==> src/rtl/muldiv_pkg.sv <==
// Shared encodings for the HI/LO multiply/divide sequencer.
// MULDIV_ACCUM_EN adds MADD/MSUB to the set of long-running ops.
package muldiv_pkg;
  localparam logic [2:0] OP_MULT  = 3'd0;
  localparam logic [2:0] OP_MULTU = 3'd1;
  localparam logic [2:0] OP_DIV   = 3'd2;
  localparam logic [2:0] OP_DIVU  = 3'd3;
  localparam logic [2:0] OP_MTHI  = 3'd4;
  localparam logic [2:0] OP_MTLO  = 3'd5;
  localparam logic [2:0] OP_MADD  = 3'd6;
  localparam logic [2:0] OP_MSUB  = 3'd7;

  localparam int DIV_STEPS = 32;

  typedef enum logic [1:0] {ST_IDLE, ST_MUL, ST_DIV, ST_FIX} state_t;

  typedef struct packed {
    logic [2:0]  op;
    logic [31:0] a;
    logic [31:0] b;
  } mul_req_t;

  // Ops that occupy the unit for more than the issue cycle.
  function automatic logic is_long_op(input logic [2:0] op);
`ifdef MULDIV_ACCUM_EN
    return (op != OP_MTHI) && (op != OP_MTLO);
`else
    return op inside {OP_MULT, OP_MULTU, OP_DIV, OP_DIVU};
`endif
  endfunction
endpackage

==> src/rtl/muldiv_div_iter.sv <==
// Restoring divider datapath: one quotient bit per step, 33-bit partial
// remainder, unsigned operands (sign handling lives in muldiv_ctrl).
module div_iter
  import muldiv_pkg::*;
(
  input  logic        clk,
  input  logic        rst,
  input  logic        load,
  input  logic        step,
  input  logic [31:0] dividend,
  input  logic [31:0] divisor,
  output logic [31:0] quo,
  output logic [31:0] rem,
  output logic        last
);
  logic [32:0] prem;
  logic [31:0] q;
  logic [31:0] dvs;
  logic [5:0]  cnt;
  logic [33:0] trial;

  // Shift in the next dividend bit and try subtracting the divisor.
  assign trial = {prem, q[31]} - {2'b0, dvs};
  assign quo   = q;
  assign rem   = prem[31:0];
  assign last  = (cnt == 6'(DIV_STEPS - 1));

  always_ff @(posedge clk or posedge rst) begin
    if (rst) begin
      prem <= '0;
      q    <= '0;
      dvs  <= '0;
      cnt  <= '0;
    end else if (load) begin
      prem <= '0;
      q    <= dividend;
      dvs  <= divisor;
      cnt  <= '0;
    end else if (step) begin
      prem <= trial[33] ? {prem[31:0], q[31]} : trial[32:0];
      q    <= {q[30:0], ~trial[33]};
      cnt  <= cnt + 6'd1;
    end
  end
endmodule

==> src/rtl/muldiv_ctrl.sv <==
// HI/LO multiply/divide sequencer: FSM, multiplier, divide sign fix, HI/LO.
// Define MULDIV_ACCUM_EN to enable MADD/MSUB accumulate into {hi,lo}.
module muldiv_ctrl
  import muldiv_pkg::*;
#(
  parameter int MUL_LAT = 2
) (
  input  logic        clk,
  input  logic        rst,
  input  logic        start,
  input  logic [2:0]  op,
  input  logic [31:0] src_a,
  input  logic [31:0] src_b,
  input  logic        flush,
  output logic        busy,
  output logic        done,
  output logic [31:0] hi,
  output logic [31:0] lo
);
  state_t      state;
  mul_req_t    req;
  logic [1:0]  mul_cnt;
  logic        q_neg, r_neg;
  logic        accept, div_load, div_step, div_last;
  logic [31:0] div_quo, div_rem, div_a, div_b;
  logic signed [63:0] mul_a, mul_b;
  logic [63:0] prod, mul_res;

  assign accept   = start & (state == ST_IDLE) & ~flush;
  assign busy     = (state != ST_IDLE) | (accept & is_long_op(op));
  assign div_load = accept & ((op == OP_DIV) | (op == OP_DIVU));
  assign div_step = (state == ST_DIV) & ~flush;
  assign div_a    = (op == OP_DIV && src_a[31]) ? -src_a : src_a;
  assign div_b    = (op == OP_DIV && src_b[31]) ? -src_b : src_b;

  always_comb begin
    mul_a = (req.op == OP_MULTU) ? {32'b0, req.a} : {{32{req.a[31]}}, req.a};
    mul_b = (req.op == OP_MULTU) ? {32'b0, req.b} : {{32{req.b[31]}}, req.b};
    prod  = mul_a * mul_b;
`ifdef MULDIV_ACCUM_EN
    case (req.op)
      OP_MADD: mul_res = {hi, lo} + prod;
      OP_MSUB: mul_res = {hi, lo} - prod;
      default: mul_res = prod;
    endcase
`else
    mul_res = prod;
`endif
  end

  div_iter u_div (
    .clk      (clk),
    .rst      (rst),
    .load     (div_load),
    .step     (div_step),
    .dividend (div_a),
    .divisor  (div_b),
    .quo      (div_quo),
    .rem      (div_rem),
    .last     (div_last)
  );

  always_ff @(posedge clk or posedge rst) begin
    if (rst) begin
      state   <= ST_IDLE;
      req     <= '0;
      mul_cnt <= '0;
      q_neg   <= 1'b0;
      r_neg   <= 1'b0;
      hi      <= '0;
      lo      <= '0;
      done    <= 1'b0;
    end else begin
      done <= 1'b0;
      // Flush wins over everything, including a completing write.
      if (flush) begin
        state <= ST_IDLE;
      end else begin
        case (state)
          ST_IDLE: if (start) begin
            req <= '{op: op, a: src_a, b: src_b};
            case (op)
              OP_MTHI: hi <= src_a;
              OP_MTLO: lo <= src_a;
`ifdef MULDIV_ACCUM_EN
              OP_MADD, OP_MSUB,
`endif
              OP_MULT, OP_MULTU: begin
                state   <= ST_MUL;
                mul_cnt <= 2'(MUL_LAT - 1);
              end
              OP_DIV: begin
                state <= ST_DIV;
                q_neg <= src_a[31] ^ src_b[31];
                r_neg <= src_a[31];
              end
              OP_DIVU: begin
                state <= ST_DIV;
                q_neg <= 1'b0;
                r_neg <= 1'b0;
              end
              default: ;
            endcase
          end
          ST_MUL: begin
            if (mul_cnt == 2'd0) begin
              {hi, lo} <= mul_res;
              done     <= 1'b1;
              state    <= ST_IDLE;
            end else begin
              mul_cnt <= mul_cnt - 2'd1;
            end
          end
          ST_DIV: if (div_last) state <= ST_FIX;
          ST_FIX: begin
            lo    <= q_neg ? -div_quo : div_quo;
            hi    <= r_neg ? -div_rem : div_rem;
            done  <= 1'b1;
            state <= ST_IDLE;
          end
          default: state <= ST_IDLE;
        endcase
      end
    end
  end
endmodule

==> config.mk <==
export PLATFORM = sky130hd
export DESIGN_NAME = muldiv_ctrl
export DESIGN_NICKNAME = d
export VERILOG_FILES = /design/src/rtl/muldiv_pkg.sv /design/src/rtl/muldiv_div_iter.sv /design/src/rtl/muldiv_ctrl.sv
export SDC_FILE = /design/constraint.sdc
export NUM_CORES = 2
export LEC_CHECK = 0
export CAP_MARGIN = 15
export CORE_MARGIN = 1.5
export CORE_UTILIZATION = 50
export CTS_CLUSTER_SIZE = 30
export DETAILED_ROUTE_END_ITERATION = 10
export PLACE_DENSITY = 0.66
export SLEW_MARGIN = 25
export SYNTH_ARGS = -nofsm -noshare
export SYNTH_HDL_FRONTEND = slang
export SYNTH_SLANG_ARGS = --single-unit
==> constraint.sdc <==
create_clock -name clk -period 12.43 [get_ports clk]
set_input_delay 1.243 -clock clk [delete_from_list [all_inputs] [get_ports clk]]
set_output_delay 1.243 -clock clk [all_outputs]
set_load 0.03 [all_outputs]
Word level (Yosys, flattened, before mapping):

Cells that the tools add are included.

* output and inout bits: 66
* memories: 0
* register bits after elaboration: 241
* latch bits: 0
* logic and storage cells: 107
* memory bits (read-only): 0
* memory bits (writable): 0

* multiply operators: 1
* order comparisons: 0
* add/subtract/negate cells: 7
* reductions and logical operators: 19
* divide/modulo/power cells: 0
* equal/unequal tests: 20
* muxes and demuxes: 36
* bitwise logic cells: 10
* shifts and indexed selects: 0

Operators by type and width (count)
* $mux 32: 12
* $pmux 32 s3: 2
* $mux 64: 2
* $neg 32->32: 4
* $mux 33: 3
* $mul 64x64->64: 1
* $sub 34x32->34: 1
* $reduce_and 5->1: 3
* $mux 2: 7
* $mux 6: 2
* $ne 3x3->1 const B: 3
* $pmux 2 s2: 2
* $pmux 2 s4: 1
* $reduce_and 4->1: 2
* $reduce_bool 2->1: 4
* $add 6x1->6 const B: 1
* $eq 3x1->1 const B: 2
* $eq 3x2->1 const B: 2
* $eq 3x3->1 const B: 2
* $eq 6x5->1 const B: 1
* $ne 2x1->1 const B: 3
* $ne 2x2->1 const B: 3
* $pmux 1 s2: 3
* $and 1x1->1: 5
* other kinds (15): 22

Logic depth before layout (Yosys ltp):

* depth in word-level cells: 6
* gate-level depth with buffers: 35
* mapped depth without buffers: 34

Cells and area by module:

From an unflattened synthesis, not the netlist that was laid out.

* cell total of the unflattened synthesis: 6906
* area, all modules: 63813.7 um2

Modules (own cells, without submodules)
* muldiv_ctrl: times used 1, cells each 6101, seq. area each 3453.3 um2, area each 56915.8 um2
* div_iter: times used 1, cells each 805, seq. area each 2577.5 um2, area each 6897.9 um2

Worst setup path before layout:

OpenSTA, ideal clock, no wires.

* kind: register to register
* from: register req[66] (netlist bit)
* to: register hi[27]
* required time: 12292 ps
* setup time: 138 ps
* stages on the path, launching flop included: 34
* data arrival time: 9661 ps
* clock period less this slack: 9799 ps
* slack: 2631 ps
* path buffers: 2
* cells stage by stage: dfrtp_1 nor3b_1 nor2b_1 clkbuf_1 nand2_1 inv_1 fa_1 inv_1 fa_1 inv_1 fa_1 inv_1 fa_1 inv_1 fa_1 fa_1 fa_1 fa_1 fa_1 inv_1 fa_1 inv_1 ha_1 clkbuf_1 nand2_1 nor3_1 a211oi_1 o31ai_1 a211oi_1 o31ai_1 a21oi_1 mux2_1 o311ai_1 a31oi_1

* longest elaborated chain between the ends: 5

RTL lines
* start, declared: RTL line muldiv_ctrl.sv:21 `mul_req_t req;`
* start signal, assigned: RTL line muldiv_ctrl.sv:81 `req <= '{op: op, a: src_a, b: src_b};`
* $eq 3x1->1 *: RTL line muldiv_ctrl.sv:37, muldiv_ctrl.sv:38
* $mux 64 (on tied branches): RTL line muldiv_ctrl.sv:37, muldiv_ctrl.sv:38
* $mul 64x64->64 *: RTL line muldiv_ctrl.sv:39 `prod = mul_a * mul_b;`
* $mux 32 *: RTL line muldiv_ctrl.sv:106 `if (mul_cnt == 2'd0) begin`
* $pmux 32 s3 *: RTL line muldiv_ctrl.sv:79 `case (state)`
* end signal, assigned: RTL line muldiv_ctrl.sv:83 `OP_MTHI: hi <= src_a;`
* end signal, assigned: RTL line muldiv_ctrl.sv:107 `{hi, lo} <= mul_res;`
* end signal, assigned: RTL line muldiv_ctrl.sv:117 `hi <= r_neg ? -div_rem : div_rem;`
* end, declared: RTL line muldiv_ctrl.sv:17 `output logic [31:0] hi,`

Every way passes the cells marked *; elsewhere a longest branch is shown, timed or not. The select of a mux whose other input is x is not followed.
A chain may end at the register's enable or synchronous reset.

Worst setup path after layout:

* from: register req[63] (netlist bit)
* to: register hi[27]

* longest elaborated chain between the ends: 4

RTL lines
* $mux 64: RTL line muldiv_ctrl.sv:37 `mul_a = (req.op == OP_MULTU) ? {32'b0, req.a} : {{32{req.a[31]}}, req.a};`
* $mul 64x64->64: RTL line muldiv_ctrl.sv:39
* $mux 32: RTL line muldiv_ctrl.sv:106
* $pmux 32 s3: RTL line muldiv_ctrl.sv:79

No other way between the ends. The select of a mux whose other input is x is not followed.

==> metrics.cfg <==
[finish]
syn_to_final_growth_pct=6.08
final_util_pct=53.5
layout.nets=8522
stdcell_area_um2=66300
drive_gt1_share_pct=3.69

[min_path]
hold_class=flip-flop to flip-flop
min-delay-start=u_div.dvs[20]

[die]
fp.dieH_um=357
start_util_pct=50.5
coreArea_um2=124000
rows=129
die_area_um2=127000
pin_count=137
die_w_um=357

[detailed_routing]
drt_iter0_drc=3290
post_drt_wl_per_cell_um=22.8
drtPass1Iterations=10
wirelength_mm=190
antenna_left=0
vias=46579
vias_per_cell=5.61
remaining_drc_errors=10

[sta]
finalClockSkew_ns=0.0420
period_needed_ns=10.61
hold_viol_final=0
rsz0062_at_grt=false
setup_viol=0
clock.fmax_ghz=0.0943
setup_slack_ns=1.82
post-route-period-util_pct=85.3
worstMarginPinSlew_ns=1.07
slew_viol_final=0
relSlewSlack_pct=28.7
finalSetupTns_ns=0

[cts]
htree_levels=1
clock-sinks=241
cts_buffers=27
cts_resized=0
hold_buffers=0
clkTransAtPathRegs_ns=0.07
cts_root_buf=clkbuf_16
post_cts_buffers=0
clock_latency_ns=0.62
cts_buffer_depth=3
tritoncts=done

[synth]
yosysWarningCount=0
ys_seq_area_share_pct=9.65
synth_area_um2=62500
syn_area_per_cell_um2=9.28
ys_seq_elements=241
ys_async_sr_fraction_pct=100
ys.flop_type=dfrtp_1
synth_cell_type_count=77
synth_edf_count=0
synthCells=6734
synth_fp_nets=8613

[global_routing]
grt_first_pass_wirelength_mm=297
grt_antenna_before_repair=3
grt-ovfl-total=0
grt_pass1_vias=50461
grt_max_degree=135
track_usage_pct=30.9

[place]
gp_congestion=0.952
post_dp_cell_area_um2=65300
place.port_buffers=136
place_ws_ns=1.95
dp_hpwl_mm=156

[setup_path]
end_kind=flip-flop
worstPathRequired_ns=12.88
worst-setup-path-type=flip-flop to flip-flop
rr_startpoint=req[63]
worst_path_max_delay_cell=fa_1
arrival_ns=11.06
cp_max_fo=34
critPathLaunchType=flip-flop
critical_path.startpoint=req[63]
crit_path_max_incr_delay_ns=0.85
cpMostUsedCell=fa_1

[run_status]
status=finished, violations left
violations=DRC

[flow_run]
cap_violations=0

cells in the final DEF, fill, tap and decap left out, drive strengths merged, types with 99 or more instances in the layout:
cell type,count
a21oi,161
and2,476
clkdlybuf4s50,136
dfrtp,241
fa,1422
ha,386
inv,1584
nand2,876
nor2,124
o21ai,242
xnor2,166
xor2,99
flip-flops by register name (all words and copies together), names as in the netlist:
register    count
req            67
u_div.prem     33
hi             32
lo             32
u_div.dvs      32
u_div.quo      32
u_div.cnt       6
mul_cnt         2
state           2
done            1
q_neg           1
r_neg           1
stage by stage:
stage          hold slack (ns)  std cells
6_report                 0.478       8303
5_1_grt                  0.504       8302
4_1_cts                  0.485       8301
3_5_place_dp             0.471       8251
3_3_place_gp             0.464       8250
2_1_floorplan            0.450       6734
final timing paths:
check / end / slack, ns / cells past startpoint
max in group asynchronous: r_neg / 9.74 / 3
hold reg to reg: u_div.dvs[20] / 0.48 / 2
setup / recovery: hi[27] / 1.82 / 31
setup reg to reg: hi[27] / 1.82 / 31
min in group asynchronous: lo[15] / 1.15 / 2
hold / removal: u_div.dvs[20] / 0.48 / 2
critical path, delay by kind of cell, from the launching register on:
family	cells	cell delay, ns
mux	1	0.37
simple gates	4	1.11
flops	1	0.32
compound gates	7	1.45
buf+inv	8	1.33
fa+ha+maj	11	5.85
synthesized netlist by cell type (all sizes together) (14+ instances only):
cell type	instances	area (um^2)
inv	1582	5940
fa	1422	28500
nand2	876	3290
and2	476	2980
ha	386	4830
clkbuf	316	1190
o21ai	242	1210
dfrtp	241	6030
xnor2	166	1460
a21oi	161	806
nor2	124	465
xor2	99	867
mux2	69	777
a21o	46	345
o31ai	37	288
mux2i	34	340
nor3	31	155
a22oi	29	218
nand3	28	145
nand4	26	163
nor4	26	190
buf	25	106
a31oi	24	150
o211ai	23	173
nor2b	22	138
o21bai	19	143
a211oi	18	145
o22ai	18	113
nand2b	16	100
and3	14	87.6
o41ai	14	123
routing by layer:
metal | global-route usage, % | share of wire, % | wire length (um)
met5 | 0 | 0 | 0
met4 | 14.2 | 5.6 | 10600
met3 | 3.91 | 6.8 | 12900
met2 | 52.9 | 50 | 94000
met1 | 39.0 | 38 | 72100
cells by family (layout without fill, tap and decap cells):
family	Yosys count	after routing	synth area share, %
adders and majority gates	1810	1810	53.3
DFF	241	241	9.65
and+or+nand+nor	1683	1683	12.9
AOI/OAI and AO/OA	709	709	7.07
muxes	103	103	1.79
buffers and inverters	1923	1853	11.6
other	0	2	0
xor gates and xnor gates	265	265	3.73
area by class of cell:
type / count / area [um^2]
Antenna cell: 2 / 5.00
Clock buffer: 33 / 718
Clock inverter: 17 / 215
Fill cell: 11309 / 57500
Inverter: 1582 / 5950
Multi-Input combinational cell: 4570 / 49300
Sequential cell: 241 / 6040
Tap cell: 1637 / 2050
Timing Repair Buffer: 221 / 2020
Power is not shown: default switching activity piles up to over one toggle a cycle in this logic, so the estimate is an artifact.
